<file path="src/rtl/pipe_stage_chain.sv">
// Parametrised pipeline register chain with stall/bubble, range flush, youngest-match forwarding and bubble counter.
// Latency: DEPTH cycles from accept to out_valid; forwarding lookups are combinational from the stage registers.
// Backpressure: in_ready drops during stall, flush or reset, and an unaccepted input is dropped, so upstream must re-present it.
module pipe_stage_chain #(
    parameter int DEPTH  = 4,
    parameter int DATA_W = 32,
    parameter int RD_W   = 5,
    parameter int IDX_W  = $clog2(DEPTH),
    parameter int CNT_W  = 16
) (
    input  logic              clk,
    input  logic              rst,
    input  logic              in_valid,
    input  logic [DATA_W-1:0] in_data,
    input  logic [RD_W-1:0]   in_rd,
    input  logic              in_we,
    output logic              in_ready,
    input  logic              stall_en,
    input  logic [IDX_W-1:0]  stall_stage,
    input  logic              flush_en,
    input  logic [IDX_W-1:0]  flush_stage,
    output logic              out_valid,
    output logic [DATA_W-1:0] out_data,
    output logic [RD_W-1:0]   out_rd,
    output logic              out_we,
    output logic [DEPTH-1:0]  stage_valid,
    input  logic [RD_W-1:0]   lookup_rs1,
    input  logic [RD_W-1:0]   lookup_rs2,
    output logic              fwd1_hit,
    output logic [IDX_W-1:0]  fwd1_sel,
    output logic [DATA_W-1:0] fwd1_data,
    output logic              fwd2_hit,
    output logic [IDX_W-1:0]  fwd2_sel,
    output logic [DATA_W-1:0] fwd2_data,
    output logic [CNT_W-1:0]  bubble_cnt
);

    localparam logic [IDX_W-1:0] LAST = IDX_W'(DEPTH - 1);

    logic [DEPTH-1:0]  valid_q, valid_d;
    logic [DEPTH-1:0]  we_q, we_d;
    logic [DATA_W-1:0] data_q [DEPTH];
    logic [DATA_W-1:0] data_d [DEPTH];
    logic [RD_W-1:0]   rd_q   [DEPTH];
    logic [RD_W-1:0]   rd_d   [DEPTH];
    logic [CNT_W-1:0]  bubble_cnt_q, bubble_cnt_d;

    logic [IDX_W-1:0] stall_k;
    logic [IDX_W-1:0] flush_f;
    logic             freeze;

    // Index fields can only exceed the last stage when DEPTH is not a power of two.
    generate
        if ((1 << IDX_W) > DEPTH) begin : g_clamp
            assign stall_k = (stall_stage > LAST) ? LAST : stall_stage;
            assign flush_f = (flush_stage > LAST) ? LAST : flush_stage;
        end else begin : g_noclamp
            assign stall_k = stall_stage;
            assign flush_f = flush_stage;
        end
    endgenerate

    assign freeze   = stall_en & (stall_k == LAST);
    assign in_ready = ~stall_en & ~flush_en & ~rst;

    always_comb begin
        valid_d[0] = in_valid & in_ready;
        we_d[0]    = in_we & in_ready;
        data_d[0]  = in_data;
        rd_d[0]    = in_rd;
        for (int i = 1; i < DEPTH; i++) begin
            valid_d[i] = valid_q[i-1];
            we_d[i]    = we_q[i-1];
            data_d[i]  = data_q[i-1];
            rd_d[i]    = rd_q[i-1];
        end
        for (int i = 0; i < DEPTH; i++) begin
            if (stall_en) begin
                if (i <= int'(stall_k)) begin
                    valid_d[i] = valid_q[i];
                    we_d[i]    = we_q[i];
                    data_d[i]  = data_q[i];
                    rd_d[i]    = rd_q[i];
                end else if (i == int'(stall_k) + 1) begin
                    valid_d[i] = 1'b0;
                    we_d[i]    = 1'b0;
                    data_d[i]  = '0;
                    rd_d[i]    = '0;
                end
            end
            // Flush is applied last so it overrides any hold from the stall.
            if (flush_en && (i <= int'(flush_f))) begin
                valid_d[i] = 1'b0;
                we_d[i]    = 1'b0;
            end
        end
    end

    assign out_valid = valid_q[DEPTH-1] & ~freeze;
    assign out_data  = data_q[DEPTH-1];
    assign out_rd    = rd_q[DEPTH-1];
    assign out_we    = we_q[DEPTH-1] & out_valid;

    always_comb begin
        bubble_cnt_d = bubble_cnt_q;
        if (!out_valid && (bubble_cnt_q != {CNT_W{1'b1}})) begin
            bubble_cnt_d = bubble_cnt_q + 1'b1;
        end
    end

    always_ff @(posedge clk) begin
        if (rst) begin
            valid_q      <= '0;
            we_q         <= '0;
            bubble_cnt_q <= '0;
            for (int i = 0; i < DEPTH; i++) begin
                data_q[i] <= '0;
                rd_q[i]   <= '0;
            end
        end else begin
            valid_q      <= valid_d;
            we_q         <= we_d;
            bubble_cnt_q <= bubble_cnt_d;
            for (int i = 0; i < DEPTH; i++) begin
                data_q[i] <= data_d[i];
                rd_q[i]   <= rd_d[i];
            end
        end
    end

    assign stage_valid = valid_q;
    assign bubble_cnt  = bubble_cnt_q;

    // Scan oldest to youngest so the youngest producer wins.
    always_comb begin
        fwd1_hit  = 1'b0;
        fwd1_sel  = '0;
        fwd1_data = '0;
        fwd2_hit  = 1'b0;
        fwd2_sel  = '0;
        fwd2_data = '0;
        for (int i = DEPTH - 1; i >= 0; i--) begin
            if (valid_q[i] && we_q[i] && (rd_q[i] == lookup_rs1) && (lookup_rs1 != '0)) begin
                fwd1_hit  = 1'b1;
                fwd1_sel  = IDX_W'(i);
                fwd1_data = data_q[i];
            end
            if (valid_q[i] && we_q[i] && (rd_q[i] == lookup_rs2) && (lookup_rs2 != '0)) begin
                fwd2_hit  = 1'b1;
                fwd2_sel  = IDX_W'(i);
                fwd2_data = data_q[i];
            end
        end
    end

endmodule

</file>
<file path="config.mk">
export PLATFORM = sky130hd
export DESIGN_NAME = pipe_stage_chain
export DESIGN_NICKNAME = d
export VERILOG_FILES = /design/src/rtl/pipe_stage_chain.sv
export SDC_FILE = /design/constraint.sdc
export NUM_CORES = 1
export LEC_CHECK = 0
export CAP_MARGIN = 40
export CORE_MARGIN = 2
export CORE_UTILIZATION = 40
export CTS_BUF_LIST = sky130_fd_sc_hd__clkbuf_4
export DETAILED_ROUTE_END_ITERATION = 8
export SKIP_LAST_GASP = 1
export SLEW_MARGIN = 20
export SYNTH_ARGS = -nofsm -noshare
export SYNTH_HDL_FRONTEND = slang
export SYNTH_SLANG_ARGS = --single-unit
</file>
<file path="constraint.sdc">
create_clock -name clk -period 4.5 [get_ports clk]
set_input_delay 0.45 -clock clk [delete_from_list [all_inputs] [get_ports clk]]
set_output_delay 0.45 -clock clk [all_outputs]
set_load 0.01 [all_outputs]
</file>
=== After elaboration in Yosys (flattened, before gate mapping) ===
Memories as Yosys holds them, arrays and structs flattened.
Index checks and enable logic that the tools add are counted.
Widths: inputs -> output; s select.

* Bits in read-only memories: 0
* Memories: 2
* Input bits: 57
* Output and inout bits: 130
* Logic and storage cells: 158
* Bits in registers: 24
* Bits in latches: 0
* Bits in writable memories: 148

* Div/mod/pow operators: 0
* Magnitude comparators: 6
* Shift-type cells: 0
* $add $sub $neg: 2
* Reductions and logical operators: 31
* Bitwise gates (word level): 19
* Multipliers: 0
* Equality and inequality tests: 16
* Muxes and demuxes: 73

{| class="wikitable"
|+ Memories
! memory !! depth !! width !! rd ports !! clocked after Yosys merged registers in !! write ports !! line !! RTL
|-
| data_q || 4 || 32 || 4 || 0 || 4 || 42 || <nowiki>logic [DATA_W-1:0] data_q [DEPTH];</nowiki>
|-
| rd_q || 4 || 5 || 4 || 0 || 4 || 44 || <nowiki>logic [RD_W-1:0] rd_q [DEPTH];</nowiki>
|}

{| class="wikitable"
|+ Operators by type and width
! operator !! number
|-
| $mux 32 || 22
|-
| $mux 5 || 14
|-
| $eq 5x5->1 || 8
|-
| $eq 2x32->1 const A || 1
|-
| $eq 3x32->1 const A || 1
|-
| $mux 1 || 29
|-
| $logic_and 1x1->1 || 24
|-
| $add 16x1->16 const B || 1
|-
| $mux 2 || 8
|-
| $ne 16x16->1 const B || 1
|-
| $reduce_bool 5->1 || 2
|-
| $le 2x2->1 const A || 4
|-
| $or 1x1->1 || 8
|-
| $reduce_or 2->1 || 4
|-
| $and 1x1->1 || 7
|-
| $ne 2x2->1 const B || 3
|-
| $le 1x2->1 const A || 2
|-
| $not 1->1 || 4
|-
| $add 2x1->3 const B || 1
|-
| $eq 2x3->1 const A || 1
|-
| $eq 2x2->1 const B || 1
|-
| $logic_not 1->1 || 1
|}

=== Longest topological paths before layout ===
Gate-level depths: netlist (run 1).

* Depth after elaboration: 7
* Depth in mapped cells: 8
* Depth with buffers taken out: 6

=== Worst setup path before layout (run 1) ===
OpenSTA, ideal clock, no wires.

* Path kind: input to output
* From: input port lookup_rs2[0]
* To: output port fwd2_data[22]
* Setup slack: 1.855 ns
* Stages on the path: 8
* Arrival time: 2.195 ns
* Buffers on the path: 3
* Data required time: 4.050 ns
* Cell sequence: buf_2 nor4_4 a211oi_1 and2_1 buf_2 buf_6 o311a_1 o31ai_1

* Cells in the longest elaborated chain, start to end: 7
* Elaborated cells between the ends (all ways): 17
* Those cells by class: eq/ne: 4; mux: 4; reduce/logical: 9

{| class="wikitable"
|+ Ends and longest elaborated chain
! item !! line !! RTL
|-
| from (decl) || 28 || <nowiki>input logic [RD_W-1:0] lookup_rs2,</nowiki>
|-
| $eq 5x5->1 || 148 || <nowiki>if (valid_q[i] && we_q[i] && (rd_q[i] == lookup_rs2) && (lookup_rs2 != '0)) begin</nowiki>
|-
| $logic_and 1x1->1 (2 in a row) || 148 ||
|-
| $mux 32 (3 in a row) || 148 ||
|-
| $mux 32 * || 148 ||
|-
| to (decl) || 34 || <nowiki>output logic [DATA_W-1:0] fwd2_data,</nowiki>
|}

Every way passes the cells marked *; elsewhere a longest branch is shown, timed or not.

=== Final worst setup path (run 1) ===
* From: input port lookup_rs2[3]
* To: output port fwd2_data[25]

Same word-level chain as after synthesis.

==> flow_metrics.py, run 1 <==
metrics = {
    "clocking": {
        "cts.root.buffer_cell": "clkbuf_4",
        "clk_pin_slew_ns": 0.17,
        "clock_sinks": 172,
        "clockBufferDepth": 2,
        "holdBufCountCts": 0,
        "cts_setup_buffers": 0,
        "cts_htree_levels": 4,
        "cts_buffers": 17,
        "cts_resized": 0,
        "cts_tree": "built",
        "clock_latency_ns": 0.57,
    },
    "floorplanning": {
        "num_rows": 57,
        "initial_core_util": 0.404,
        "coreArea_um2": 24000,
        "die_h_um": 160,
        "die_w_um": 160,
        "die_area_um2": 25500,
        "ios": 187,
    },
    "place": {
        "dp_slack_ns": 0.338,
        "numPortBuffers": 186,
        "dp.final_hpwl_um": 20200,
        "gp_congestion": 0.908,
    },
    "drt": {
        "post-route-drc-count": 0,
        "postRouteAntennaNets": 0,
        "num_vias": 9348,
        "drt-total-wl_um": 31400,
        "drt_iter0_drc": 656,
        "drt-wirelength-per-cell_um": 18.5,
        "viasPerCell": 5.51,
        "drt_pass1_iterations": 7,
    },
    "pwr": {
        "p_int_mw": 1.99,
        "p_per_area_nw_per_um2": 230,
        "finalPower_mw": 2.80,
        "p_clk_frac": 0.317,
        "combPwrFrac": 0.109,
        "sw_frac_of_total": 0.291,
        "seqPwrFrac": 0.575,
        "p_leak_nw": 4.29,
        "p_switching_mw": 0.816,
        "ir_drop_v": 0.000148,
    },
    "global_routing": {
        "antenna_found_initial": 1,
        "grt_pass1_wl_um": 50200,
        "grt_usage": 0.243,
        "overflow": 0,
        "grt_max_degree": 79,
        "grt_pass1_vias": 8970,
    },
    "worst_setup_path": {
        "crit_required_ns": 4.05,
        "startpoint": "lookup_rs2[3]",
        "worstPathArrival_ns": 3.70,
        "r2r_slack_ns": 2.50,
        "setup.worst_path.class": "in2out",
        "reg2reg_to": "bubble_cnt[15]$_SDFFE_PP0P_",
        "r2r_start": "bubble_cnt[6]$_SDFFE_PP0P_",
        "worstSetupEndpointType": "output port",
        "endpoint": "fwd2_data[25]",
        "ff2ff_path_depth": 5,
        "crit_path_start_kind": "input pin",
        "crit_path_max_fanout": 23,
    },
    "synthesis": {
        "yosys_warnings": 0,
        "ys_types": 51,
        "synth-edff-count": 0,
        "ys_seq_area_frac": 0.355,
        "syn_area_um2": 9710,
        "syn_avg_cell_area_um2": 7.86,
        "ys_async_sr_fraction": 0,
        "synthFlopType": "dfxtp_1",
        "netlist_instances": 1235,
        "ys_ff_latch": 172,
        "synth_nets": 1293,
    },
    "timing": {
        "setup_tns_ns": 0,
        "setup_ws_ns": 0.351,
        "min_period_ns": 4.15,
        "setup_viol": 0,
        "finalHoldViolations": 0,
        "final.period_utilization": 0.922,
        "max-slew-margin-rel": 0.501,
        "grt_setup_unrepaired": "no",
        "worstMarginPinSlew_ns": 0.748,
        "worst_clock_skew_ns": 0.0288,
        "fmax_mhz": 241,
        "final-max-slew-violation-count": 0,
    },
    "run": {
        "maxCapViolations": 0,
    },
    "cells_and_area": {
        "layout-drive-gt1-share": 0.106,
        "area_growth_pct": 25.8,
        "fin_nets": 1416,
    },
    "run_status": {
        "outcome": "completed",
    },
    "min_path": {
        "min_path_type": "in2reg",
    },
}
routing by layer:
metal,up-vias,wire [µm],track usage
met3,27,1860,0.0496
met4,0,380,0.0569
met2,307,14200,0.384
met1,4477,15000,0.341
li1,4537,-,-
met5,-,0,0
placed cells by master (no fill, tap or decap), types with 32 or more instances in the layout:
cell	netlist	final
a22oi_1	39	39
nor2_1	202	202
o311a_1	32	32
a21oi_1	83	83
clkdlybuf4s50_1	0	183
nor3_1	36	36
nand3_1	75	73
mux2i_1	40	40
o31ai_1	35	35
nor2b_1	41	41
dfxtp_1	172	172
nand2_1	115	114
inv_1	68	68
xor2_1	32	32
flip-flops by register name, summed over array words and instances (netlist names):
| register | count |
|---|---|
| rd_q | 20 |
| we_q | 4 |
| bubble_cnt | 16 |
| data_q | 128 |
| stage_valid | 4 |
cell usage after synthesis, types with 8 or more instances:
| cell | n | area [µm²] |
|---|---|---|
| nand2_1 | 115 | 432 |
| buf_6 | 8 | 90.1 |
| nand4_1 | 11 | 68.8 |
| a311oi_2 | 27 | 405 |
| nand3_1 | 75 | 375 |
| nor2_1 | 202 | 758 |
| nor3_1 | 36 | 180 |
| buf_2 | 20 | 100 |
| xnor2_1 | 19 | 166 |
| dfxtp_1 | 172 | 3440 |
| and2_1 | 8 | 50.1 |
| o31ai_1 | 35 | 263 |
| a22oi_1 | 39 | 293 |
| mux2i_1 | 40 | 400 |
| a21oi_1 | 83 | 415 |
| xor2_1 | 32 | 280 |
| clkbuf_1 | 82 | 308 |
| nor2b_1 | 41 | 257 |
| inv_1 | 68 | 255 |
| o311a_1 | 32 | 320 |
| o31ai_2 | 29 | 363 |
worst min-delay path by stage:
stage,depth (start not counted),endpoint,from,slack (ns)
after floorplan,2,we_q[3]$_SDFFE_PP0N_,we_q[3]$_SDFFE_PP0N_,0.45
after CTS,3,data_q[3][29]$_SDFFE_PP0N_,rst,0.32
after global routing,3,bubble_cnt[13]$_SDFFE_PP0P_,rst,0.13
after detailed placement,2,we_q[3]$_SDFFE_PP0N_,we_q[3]$_SDFFE_PP0N_,0.47
final,3,bubble_cnt[13]$_SDFFE_PP0P_,rst,0.20
after global placement,2,we_q[3]$_SDFFE_PP0N_,we_q[3]$_SDFFE_PP0N_,0.46
final cells by class:
type / count / area (µm²)
Clock buffer: 18 / 135
Clock inverter: 14 / 134
Sequential cell: 172 / 3440
Fill cell: 2346 / 11800
Antenna cell: 1 / 2.50
Tap cell: 324 / 405
Inverter: 70 / 263
Timing Repair Buffer: 222 / 2290
Multi-Input combinational cell: 875 / 5540
per-stage QoR:
step           hold WS, ns  instance area (µm²)  utilization  std cells
3_5_place_dp         0.475                11900        0.495       1661
5_1_grt              0.129                12200        0.508       1696
3_3_place_gp         0.458                11800        0.490       1657
6_report             0.198                12200        0.508       1696
4_1_cts              0.316                12200        0.506       1693
2_1_floorplan        0.445                 9710            -       1235
critical path, stage by stage:
cell and delay (ns):
clkdlybuf4s50_1 0.60, xor2_1 0.24, nor4_1 0.33, nand3_2 0.63, buf_12 0.41, o311a_1 0.11
o31ai_1 0.31, clkdlybuf4s50_1 0.60
power groups by stage:
| stage | logic [mW] | registers, mW | clock network [mW] |
|---|---|---|---|
| 6_report | 0.304 | 1.61 | 0.888 |
| 5_1_grt | 0.330 | 1.62 | 0.985 |
| 4_1_cts | 0.301 | 1.61 | 0.923 |
| 3_5_place_dp | 0.299 | 1.64 | 0 |
| 3_3_place_gp | 0.285 | 1.64 | 0 |
| 2_1_floorplan | 0.176 | 1.63 | 0 |
kinds of logic (layout without fill, tap and decap cells):
kind of cell | after synthesis | count (layout) | synth area share
AO/OA/AOI/OAI | 270 | 270 | 0.234
XOR/XNOR | 51 | 51 | 0.0460
adder cells (fa/ha/maj) | 1 | 1 | 0.00129
buffers and inverters | 188 | 324 | 0.0822
flip-flops | 172 | 172 | 0.355
multiplexers | 40 | 40 | 0.0413
other | 0 | 1 | 0
AND/OR/NAND/NOR | 513 | 513 | 0.241
Note: power is estimated with default switching activity, not from simulation.
==> run 2: changes to the inputs <==
--- a/config.mk
+++ b/config.mk
@@ -9,6 +9,7 @@
 export CORE_MARGIN = 2
 export CORE_UTILIZATION = 40
 export CTS_BUF_LIST = sky130_fd_sc_hd__clkbuf_4
+export CTS_CLUSTER_SIZE = 8
 export DETAILED_ROUTE_END_ITERATION = 8
 export SKIP_LAST_GASP = 1
 export SLEW_MARGIN = 20
==> results of run 2 <==
Same layout as run 1: the final DEF is identical, and so are final timing and power.
==> run 3: changes to the inputs <==
--- a/config.mk
+++ b/config.mk
@@ -7,10 +7,11 @@
 export LEC_CHECK = 0
 export CAP_MARGIN = 40
 export CORE_MARGIN = 2
-export CORE_UTILIZATION = 40
+export CORE_UTILIZATION = 45
 export CTS_BUF_LIST = sky130_fd_sc_hd__clkbuf_4
 export CTS_CLUSTER_SIZE = 8
 export DETAILED_ROUTE_END_ITERATION = 8
+export PLACE_DENSITY = 0.71
 export SKIP_LAST_GASP = 1
 export SLEW_MARGIN = 20
 export SYNTH_ARGS = -nofsm -noshare
==> flow_metrics.py, run 3 (same netlist as run 1, synthesis figures left out) <==
metrics = {
    "worst_setup_path": {
        "r2r_slack_ns": 2.57,
        "cpLargestDelayFamily": "buffers and inverters",
        "setup.worst_path.class": "in2out",
        "crit_buf_inv": 4,
        "worstPathArrival_ns": 3.73,
        "crit_required_ns": 4.05,
        "critPathSlowestCell": "clkdlybuf4s50_1",
        "worstSetupEndpointType": "output port",
        "crit_top_cell": "clkdlybuf4s50_1",
        "r2r_start": "bubble_cnt[6]$_SDFFE_PP0P_",
        "cpPeakStageDelay_ns": 0.66,
        "crit_path_start_kind": "input pin",
        "ff2ff_path_depth": 5,
        "reg2reg_to": "bubble_cnt[15]$_SDFFE_PP0P_",
        "crit_path_max_fanout": 17,
        "path_cells": "clkdlybuf4s50_1 -> inv_1 -> a2111oi_0 -> and4b_2 -> buf_4 -> a311oi_2 -> o31ai_2 -> clkdlybuf4s50_1",
    },
    "cells_and_area": {
        "area_growth_pct": 24.5,
        "final_util": 0.573,
        "largest_reg_flops": 128,
        "layout-drive-gt1-share": 0.103,
        "top_register": "data_q",
        "fin_nets": 1410,
        "fillers": 1980,
        "layout_common_cells": "nor2_1 (202), clkdlybuf4s50_1 (183), dfxtp_1 (172)",
        "layout_commonest_cell": "nor2_1",
    },
    "clocking": {
        "clock_latency_ns": 0.59,
        "cts_setup_buffers": 0,
        "holdBufCountCts": 0,
        "clock_sinks": 172,
        "cts.root.buffer_cell": "clkbuf_4",
        "cts_htree_levels": 4,
        "cts_tree": "built",
        "cts_resized": 0,
        "clk_pin_slew_ns": 0.16,
        "cts_buffers": 17,
        "clockBufferDepth": 2,
    },
    "timing": {
        "worstMarginPinSlew_ns": 0.808,
        "whs_ns": 0.285,
        "setup_viol": 0,
        "final-max-slew-violation-count": 0,
        "max-slew-margin-rel": 0.461,
        "min_period_ns": 4.18,
        "grt_setup_unrepaired": "no",
        "worst_clock_skew_ns": 0.0214,
        "finalHoldViolations": 0,
        "final.period_utilization": 0.928,
        "setup_tns_ns": 0,
        "fmax_mhz": 239,
    },
    "floorplanning": {
        "initial_core_util": 0.460,
        "coreArea_um2": 21100,
        "ios": 187,
        "die_area_um2": 22800,
        "num_rows": 53,
        "die_h_um": 151,
        "die_w_um": 151,
    },
    "place": {
        "dp.final_hpwl_um": 19500,
        "gp_congestion": 0.940,
        "numPortBuffers": 186,
    },
    "global_routing": {
        "overflow": 0,
        "antenna_found_initial": 1,
        "grt_pass1_wl_um": 48300,
        "grt_max_degree": 84,
        "grt_pass1_vias": 9032,
        "grt_usage": 0.267,
    },
    "drt": {
        "viasPerCell": 5.77,
        "post-route-drc-count": 0,
        "drt_pass1_iterations": 5,
        "drt_iter0_drc": 690,
        "drt-wirelength-per-cell_um": 18.5,
        "num_vias": 9466,
        "postRouteAntennaNets": 0,
        "drt-total-wl_um": 30400,
    },
    "min_path": {
        "min_from": "rst",
        "whs_endpoint": "bubble_cnt[15]$_SDFFE_PP0P_",
        "min_path_cells": 3,
        "min_path_type": "in2reg",
    },
    "pwr": {
        "p_leak_nw": 4.26,
        "p_per_area_nw_per_um2": 234,
        "ir_drop_v": 0.000145,
        "finalPower_mw": 2.82,
    },
    "run_status": {
        "outcome": "completed",
    },
    "run": {
        "maxCapViolations": 0,
    },
}
-- run 3: changes by cell type in the layout (fill, tap and decap cells not counted), sizes merged --
cell,delta
bufinv,+1
buf,-6
clkinvlp,-1
clkinv,+3
inv,-3
-- run 3: final cells by class --
class	count	area (µm²)	share of cell area
clock buffers	18	135	0.0112
flip-flops and latches	172	3440	0.285
clock inverters	14	145	0.0120
multi-input cells	875	5540	0.458
diodes	1	2.50	0.000207
well taps	275	344	0.0285
inverters	70	263	0.0217
repair buffers	216	2220	0.184
-- run 3: metrics by stage --
stage                     cells  setup slack (ns)  area [µm²]
after global routing       1641             0.207       12100
after detailed placement   1606             0.510       11800
after CTS                  1638             0.510       12000
after global placement     1603             0.501       11700
final                      1641             0.322       12100
after floorplan            1235              1.85        9710
-- run 3: worst max path at each step --
| stage | to | cells past startpoint | slack, ns | startpoint |
|---|---|---|---|---|
| floorplan | fwd2_data[22] | 8 | 1.85 | lookup_rs2[0] |
| global placement | fwd1_data[30] | 8 | 0.50 | lookup_rs1[2] |
| detailed placement | fwd1_data[28] | 8 | 0.51 | lookup_rs1[2] |
| CTS | fwd1_data[30] | 8 | 0.51 | lookup_rs1[2] |
| global route | fwd1_data[30] | 8 | 0.21 | lookup_rs1[2] |
| finish | fwd1_data[28] | 8 | 0.32 | lookup_rs1[2] |
-- run 3: power breakdown --
group	leakage [nW]	switching, mW	internal, mW
Sequential	1.40	0.0478	1.56
Combinational	2.72	0.167	0.133
Clock	0.146	0.575	0.336
-- run 3: worst reg2reg max path, delay by kind of cell (launching register included) --
kind / cells / cell delay (ns)
compound gates: 1 / 0.48
xor+xnor: 1 / 0.16
flops: 1 / 0.45
simple gates: 3 / 0.76
-- run 3: layer usage --
layer | vias up | GRT usage | routed length (µm)
li1 | 4539 | - | -
met1 | 4525 | 0.369 | 13800
met2 | 377 | 0.425 | 14000
met3 | 25 | 0.0515 | 2250
met4 | 0 | 0.0785 | 352
met5 | - | 0 | 0
==> RTL edit: new RTL, flow settings as in run 3 <==
Make the reset (`rst`) asynchronous in one clocked block.
--- a/src/rtl/pipe_stage_chain.sv
+++ b/src/rtl/pipe_stage_chain.sv
@@ -109,5 +109,5 @@
     end
 
-    always_ff @(posedge clk) begin
+    always_ff @(posedge clk or posedge rst) begin
         if (rst) begin
             valid_q      <= '0;
Function: differs if rst is asserted again (counterexample within 4 cycles, from zero or initial values and one cycle with rst high); with rst held inactive, the same outputs for 4 cycles.
==> RTL edit against run 3 <==
Synthesized area rose by 2.2%; cell count fell by 10%; sequential cell count did not move; final area rose by 0.33%; clock skew rose by 0.0023 ns; critical path type unchanged; wire length rose by 4.2%; count of clock-buffer cells in the layout fell by 1; critical endpoint is now fwd1_data[31]; setup slack improved by 0.087 ns.
Power is not compared: it rests on default switching activity, and its combinational part moved more than twofold at a synthesized area within 25%.
==> RTL edit: results (changes against run 3) <==
[final_layout]
fill_cell_count=1962  ; -0.91%
fraction_of_final_layout_cells_sized_beyond_drive_strength_1_pct=10.4  ; +0.16 points
nets=1235  ; -12%
final_cells=1472  ; -10%
largest_register_ff_count=96  ; -25%

[global_route]
globalRouteTotalUtil_pct=27.4  ; +0.70 points
grt_pass1_wl_mm=51.3  ; +6.0%
groute.layer.met2.usage_pct=43.0  ; +0.51 points
antenna_violations_before_repair=2  ; +1
grt_pass1_vias=9144  ; +1.2%
grt_util_met1_pct=36.7  ; -0.20 points
largest_net_degree_at_the_start_of_global_routing=79  ; -6.0%
grt.met3_usage_pct=7.25  ; +2.1 points

[pwr]
p_leak_nw=5.12
peakVddDrop_uv=194

[place]
placedInstanceArea_sq_um=11800  ; +0.30%
routabilityCongestion=0.886  ; -5.7%
pre_cts_ws_ns=0.472  ; -0.0389 ns
hpwl_reported_at_the_end_of_detailed_placement_mm=19.8  ; +1.7%
placed_instances=1437  ; -11%
placement.io_buffers=186  ; unchanged

[critical_path]
reg2reg_depth=5  ; unchanged
arrival_time_reported_for_the_critical_path_endpoint_ns=3.64  ; -0.09 ns
worstReg2RegStart=bubble_cnt[4]
r2r-end=bubble_cnt[12]
max_stage_delay_ns=0.59  ; -0.07 ns
setup_slack_reg_to_reg_ns=2.55  ; -0.02 ns

[synth]
synthesis.yosys.warnings=0  ; unchanged
synth_top_flop_cell=sky130_fd_sc_hd__dfrtp_1
ys_seq_area_share_pct=43.4  ; +7.9 points
post_synthesis_instance_total=1083  ; -12%
netlist_top_cells_count=sky130_fd_sc_hd__dfrtp_1 (172), sky130_fd_sc_hd__nand2_1 (130), sky130_fd_sc_hd__nand3_1 (81)
post_synth_main_area_contributors=sky130_fd_sc_hd__dfrtp_1 (43%), sky130_fd_sc_hd__a22o_1 (6.1%), sky130_fd_sc_hd__nand2_1 (4.9%)
synthArstFlopShare_pct=100  ; +100 points
synth.distinct_cells=44  ; -14%

[sta]
max-slew-margin-rel_pct=47.4  ; +1.2 points
fin_worst_hold_slack_ns=0.309  ; +0.0240 ns
fin_worst_skew_ns=0.0237  ; +0.00227 ns

[detailed_routing]
drc=0  ; unchanged
drt_iter0_drc=843  ; +22%
dr.pass1.iters=5  ; unchanged
met2RoutedLength_mm=14.6  ; +4.6%
vias=9155  ; -3.3%
met1Wirelength_mm=13.2  ; -4.4%
route.final.wire_length_mm=31.7  ; +4.2%
wl_met3_mm=2.97  ; +32%

[run_status]
outcome=complete, no violations

[clocking]
clk_pin_slew_worst_setup_hold_paths_ns=0.17
cts_resized=0  ; unchanged

[hold_path]
min-delay-path-class=input port to async pin

[RTL edit: report_power, final]
| group | internal, mW | switching [mW] |
|---|---|---|
| logic | 0.364 | 0.367 |
| registers | 1.74 | 0.225 |
| clock network | 0.394 | 0.615 |
| total | 2.50 | 1.21 |
[RTL edit: layout make-up]
| type | count | area (sq um) | share of cell area (%) |
|---|---|---|---|
| Tap cell | 280 | 350 | 2.89 |
| Timing Repair Buffer | 217 | 2210 | 18.2 |
| Inverter | 71 | 270 | 2.23 |
| Multi-Input combinational cell | 698 | 4680 | 38.6 |
| Clock inverter | 15 | 183 | 1.51 |
| Sequential cell | 172 | 4300 | 35.5 |
| Antenna cell | 2 | 5.00 | 0.0413 |
| Clock buffer | 17 | 128 | 1.05 |
[RTL edit: kinds of logic (layout without fill, tap and decap cells)]
logic type      Yosys count  after routing  share of synthesized area (%)
simple gates            314            314                           15.8
compound gates          290            290                           21.5
buf+inv                 213            320                           9.98
flops                   172            172                           43.4
xor+xnor                 55             55                           4.86
mux                      38             38                           4.32
fa+ha+maj                 1              1                          0.126
other cells               0              2                              0
[RTL edit: how the worst max path moves through the flow]
stage | slack [ns] | from | end | depth (start not counted)
3_3_place_gp | 0.48 | lookup_rs1[0] | fwd1_data[31] | 8
3_5_place_dp | 0.47 | lookup_rs1[0] | fwd1_data[31] | 8
4_1_cts | 0.45 | lookup_rs1[0] | fwd1_data[31] | 8
5_1_grt | 0.32 | rd_q[13] | fwd1_data[12] | 7
6_report | 0.41 | lookup_rs1[0] | fwd1_data[31] | 8
2_1_floorplan | 1.85 | rst | bubble_cnt[0] | 1
[RTL edit: worst max-delay path: cells and delay by family]
kind / cells / cell delay, ns
buffers and inverters: 3 / 1.51
AO/OA/AOI/OAI: 2 / 0.57
AND/OR/NAND/NOR: 3 / 1.08
